[src/rtl/fetch_queue.sv]
`default_nettype none
// ============================================================================
// Module      : fetch_queue
// Description : Instruction fetch queue between a two-wide fetch stage and
//               the decoder. Bundles of two {pc, inst} pairs are written into
//               a circular buffer; the decoder pops 0, 1 or 2 entries per
//               cycle from the head. Flush and reset empty the queue.
// Revision    : 1.0 - initial release
// ============================================================================
module fetch_queue #(
    parameter int DEPTH = 8,
    parameter int W     = 16
) (
    input  logic                     clk,
    input  logic                     rst,
    input  logic                     fetch_valid,
    input  logic [W-1:0]             inst1,
    input  logic [W-1:0]             inst2,
    input  logic [W-1:0]             pc1,
    input  logic [W-1:0]             pc2,
    output logic                     stall_out,
    input  logic                     flush,
    input  logic [1:0]               deq_cnt,
    output logic                     out_valid1,
    output logic                     out_valid2,
    output logic [W-1:0]             out_inst1,
    output logic [W-1:0]             out_pc1,
    output logic [W-1:0]             out_inst2,
    output logic [W-1:0]             out_pc2,
    output logic [$clog2(DEPTH):0]   count
);

    localparam int c_PTR_W = $clog2(DEPTH);
    localparam int c_CNT_W = c_PTR_W + 1;

    // Each entry holds {pc, inst}; contents are never reset because the
    // output gating hides anything outside the occupied window.
    logic [2*W-1:0]       r_mem [DEPTH];
    logic [c_PTR_W-1:0]   r_rd_ptr;
    logic [c_PTR_W-1:0]   r_wr_ptr;
    logic [c_CNT_W-1:0]   r_count;

    logic                 w_enq;
    logic [1:0]           w_deq_req;
    logic [1:0]           w_deq_eff;
    logic [c_CNT_W-1:0]   w_count_nxt;
    logic [c_PTR_W-1:0]   w_wr_ptr_p1;
    logic [c_PTR_W-1:0]   w_rd_ptr_p1;
    logic [2*W-1:0]       w_head0;
    logic [2*W-1:0]       w_head1;

    // Stall only looks at the registered occupancy, so a same-cycle dequeue
    // never opens room for a bundle; this keeps the fetch stall path short.
    assign stall_out = (r_count > c_CNT_W'(DEPTH - 2));

    assign w_enq = fetch_valid & ~stall_out & ~flush;

    // A request of 3 is treated as 2, then limited to what is actually held
    // so the head never runs past the tail.
    assign w_deq_req = (deq_cnt == 2'd3) ? 2'd2 : deq_cnt;
    assign w_deq_eff = (c_CNT_W'(w_deq_req) > r_count) ? r_count[1:0] : w_deq_req;

    assign w_count_nxt = r_count + (w_enq ? c_CNT_W'(2) : c_CNT_W'(0))
                                 - c_CNT_W'(w_deq_eff);

    assign w_wr_ptr_p1 = r_wr_ptr + c_PTR_W'(1);
    assign w_rd_ptr_p1 = r_rd_ptr + c_PTR_W'(1);

    // Pointer and occupancy state; flush wins over any enqueue or dequeue.
    always_ff @(posedge clk or posedge rst) begin
        if (rst) begin
            r_rd_ptr <= '0;
            r_wr_ptr <= '0;
            r_count  <= '0;
        end else if (flush) begin
            r_rd_ptr <= '0;
            r_wr_ptr <= '0;
            r_count  <= '0;
        end else begin
            r_rd_ptr <= r_rd_ptr + c_PTR_W'(w_deq_eff);
            if (w_enq) begin
                r_wr_ptr <= r_wr_ptr + c_PTR_W'(2);
            end
            r_count <= w_count_nxt;
        end
    end

    // Storage write: the older instruction lands at the tail, the younger
    // one right behind it.
    always_ff @(posedge clk) begin
        if (w_enq) begin
            r_mem[r_wr_ptr]    <= {pc1, inst1};
            r_mem[w_wr_ptr_p1] <= {pc2, inst2};
        end
    end

    assign w_head0 = r_mem[r_rd_ptr];
    assign w_head1 = r_mem[w_rd_ptr_p1];

    assign out_valid1 = (r_count != '0);
    assign out_valid2 = (r_count >= c_CNT_W'(2));

    // Head entries are zeroed when not valid so stale storage never leaks.
    assign out_inst1 = out_valid1 ? w_head0[W-1:0]   : '0;
    assign out_pc1   = out_valid1 ? w_head0[2*W-1:W] : '0;
    assign out_inst2 = out_valid2 ? w_head1[W-1:0]   : '0;
    assign out_pc2   = out_valid2 ? w_head1[2*W-1:W] : '0;

    assign count = r_count;

endmodule
`default_nettype wire

[config.mk]
export PLATFORM = sky130hd
export DESIGN_NAME = fetch_queue
export DESIGN_NICKNAME = d
export VERILOG_FILES = /design/src/rtl/fetch_queue.sv
export SDC_FILE = /design/constraint.sdc
export NUM_CORES = 1
export LEC_CHECK = 0
export CELL_PAD_IN_SITES_DETAIL_PLACEMENT = 0
export CELL_PAD_IN_SITES_GLOBAL_PLACEMENT = 1
export CORE_MARGIN = 5
export CORE_UTILIZATION = 53
export CTS_CLUSTER_SIZE = 24
export DETAILED_ROUTE_END_ITERATION = 12
export PLACE_DENSITY_LB_ADDON = 0.1
export SLEW_MARGIN = 10
export SYNTH_ARGS = -nofsm -noshare
export SYNTH_HDL_FRONTEND = slang
export SYNTH_SLANG_ARGS = --single-unit
[constraint.sdc]
create_clock -name clk -period 7.45 [get_ports clk]
set_clock_uncertainty 0.1 [all_clocks]
set_input_delay 1.1175 -clock clk [delete_from_list [all_inputs] [get_ports clk]]
set_output_delay 1.1175 -clock clk [all_outputs]
set_load 0.02 [all_outputs]
==> flow_summary.ini <==
[clocking]
h-tree-depth = 1
cts_buffers = 28
cts_hold_buf = 0
cts_tree = yes
clk_latency_ns = 0.53
cts_sinks = 265
cts_resized = 0
cts.reportedPaths.clkPinSlew_ns = 0.05
cts_root_buf = clkbuf_16
cts_setup_buffers = 0
clock_path_buffers = 3

[timing]
drv_slew = 0
setup_viol = 0
finalHoldViolCount = 0
period_minus_slack_ns = 4.99
fmax_mhz = 200
whs_ns = 0.551
rsz0062_at_grt = false
relSlewSlack_pct = 19.8
fin_setup_tns_ns = 0
period_share_pct = 67.0
worst_slew_pin_slew_ns = 1.20

[global_route]
overflow = 0
grt_pass1_wl_um = 50800
grt_usage_pct = 22.8
antenna_found_initial = 0
grt_pass1_vias = 8430
grt_max_degree = 65

[place]
place_inst = 1141
hpwl_um = 18900
portBuffers = 140
gp_congestion = 0.801

[die]
dieArea_um2 = 29500
die_h_um = 172
start_util_pct = 53.5
rows = 59
io_pins = 141
core_um2 = 25900
die_width_um = 172

[cells_and_area]
syn2layout_area_growth_pct = 17.7
n_antenna_cell = 0
drive_above_1_share_pct = 35.8
nets = 925
fin_cells = 1192

[drt]
ant_nets = 0
vias = 7905
drcViolationCount = 0
first_iter_violations = 671
first_pass_iters = 5
routedWlPerCell_um = 28.2
vias_per_cell = 6.63
wirelength_um = 33700

[setup_path]
crit_arrival_ns = 3.78
slowest_stage = ha_4
crit_chain = ha_4 -> mux4_2 -> a22o_1 -> clkdlybuf4s50_1
crit_path_start_kind = register
reg2regPathDepth = 5
crit_type = register to output port
end_kind = output port
path_max_fanout = 64
crit_required_ns = 6.23
max_stage_delay_ns = 1.08

[power]
seq_power_share_pct = 29.6
switching_share_pct = 34.7
p_switching_mw = 2.16
p_leak_nw = 5.31
vdd_drop_max_uv = 252
p_comb_share_pct = 47.9
power_frac_clock_pct = 22.5
powerDensity_nw_per_um2 = 382
p_int_mw = 4.08

[synth]
ys_types = 35
syn_area_um2 = 13900
ys_seq_area_share_pct = 57.1
syn_nets = 840
synthCells = 753
yosys_register_bits = 265
async_reset_ff_share_pct = 3.40
synthFlopType = edfxtp_1
synth_edf_count = 256
synth_warnings = 0
syn_avg_cell_area_um2 = 18.4

[outcome]
status = complete, no violations

[hold_path]
hold_path.class = register to register
worstHoldPathCells = 2

[run]
max_cap_viol_count = 0
[cell usage in the layout, fill, tap and decap left out, drive strengths merged]
cell type,netlist,final
edfxtp,256,256
clkdlybuf4s50,0,140
mux2,129,129
mux4,128,128
a22o,64,64
clkbuf,44,33
inv,18,18
ha,14,14
clkinv,0,10
nor2b,9,9
dfrtp,9,9
nand4,6,6
buf,46,5
nor2,4,4
bufinv,0,4
nand2,3,3
xnor2,3,3
fa,3,3
a21oi,3,3
and2,2,2
a31o,2,2
clkinvlp,0,2
a21boi,2,2
nand3,1,1
a21bo,1,1
and4b,1,1
nand2b,1,1
or4b,1,1
o211ai,1,1
or3b,1,1
mux2i,1,1
[per-stage QoR]
stage | utilization (%) | power [mW] | setup slack (ns) | instance area (um^2)
after detailed placement | 59.2 | 4.84 | 2.81 | 15300
after floorplan | - | 3.72 | 3.77 | 13900
after global routing | 63.0 | 6.50 | 2.29 | 16300
after CTS | 62.8 | 6.24 | 2.26 | 16300
after global placement | 59.2 | 4.80 | 2.80 | 15300
final | 63.0 | 6.24 | 2.46 | 16300
[sequential cells by signal, indices dropped and copies added (netlist names)]
| name | cells |
|---|---|
| r_mem | 256 |
| r_rd_ptr | 3 |
| count | 4 |
| r_wr_ptr | 2 |
[cell usage after synthesis, drive strengths merged, types with 3 or more instances]
master  count  area (um^2)
a21oi       3         18.8
a22o       64          561
buf        46          250
clkbuf     44          165
dfrtp       9          225
edfxtp    256         7690
fa          3         60.1
ha         14          175
inv        18         67.6
mux2      129         1450
mux4      128         2880
nand2       3         11.3
nand4       6         88.8
nor2        4         15.0
nor2b       9         56.3
xnor2       3         26.3
[critical path, delay by kind of cell, from the launching register on]
family                     cells  cell delay, ns
DFF                            1            0.71
adders and majority gates      1            1.08
AOI/OAI and AO/OA              1            0.27
muxes                          1            0.61
buffers and inverters          1            0.55
[metal layers]
layer | track usage (%) | share of wire, % | vias to the layer above
li1 | - | - | 3306
met1 | 31.4 | 41 | 4246
met2 | 39.5 | 51 | 320
met3 | 3.54 | 6.6 | 33
met4 | 4.31 | 1.3 | 0
met5 | 0 | 0 | -
[power by group through the flow]
stage                     clock network [mW]  registers, mW  logic [mW]
after floorplan                            0           1.82        1.91
after global placement                     0           1.87        2.93
after detailed placement                   0           1.88        2.96
after CTS                               1.42           1.85        2.97
after global routing                    1.48           1.87        3.15
final                                   1.40           1.85        2.99
[cell families after synthesis]
group | after synthesis | share of synthesized area [%]
AND/OR/NAND/NOR | 29 | 1.68
buffers and inverters | 108 | 3.48
XOR/XNOR | 3 | 0.189
adder cells (fa/ha/maj) | 17 | 1.70
multiplexers | 258 | 31.3
AO/OA/AOI/OAI | 73 | 4.57
flip-flops | 265 | 57.1
[cell type report]
type	instances	area, um^2
inverters	18	67.6
fillers	1812	9580
well taps	335	419
repair buffers	145	1480
flip-flops and latches	265	7920
multi-input cells	380	5520
clock inverters	16	184
clock buffers	33	741
[path summary, 6_finish.rpt]
check	startpoint	end	slack, ns
setup / recovery	r_rd_ptr[0]$_DFF_PP0_	out_inst2[15]	2.46
hold / removal	r_rd_ptr[2]$_DFF_PP0_	r_rd_ptr[2]$_DFF_PP0_	0.55
setup reg to reg	count[3]$_DFF_PP0_	r_mem[0][18]$_DFFE_PP_	3.71
hold reg to reg	r_rd_ptr[2]$_DFF_PP0_	r_rd_ptr[2]$_DFF_PP0_	0.55
max in group asynchronous	rst	r_rd_ptr[0]$_DFF_PP0_	6.15
min in group asynchronous	rst	count[2]$_DFF_PP0_	0.77
Note: power is estimated with default switching activity, not from simulation.
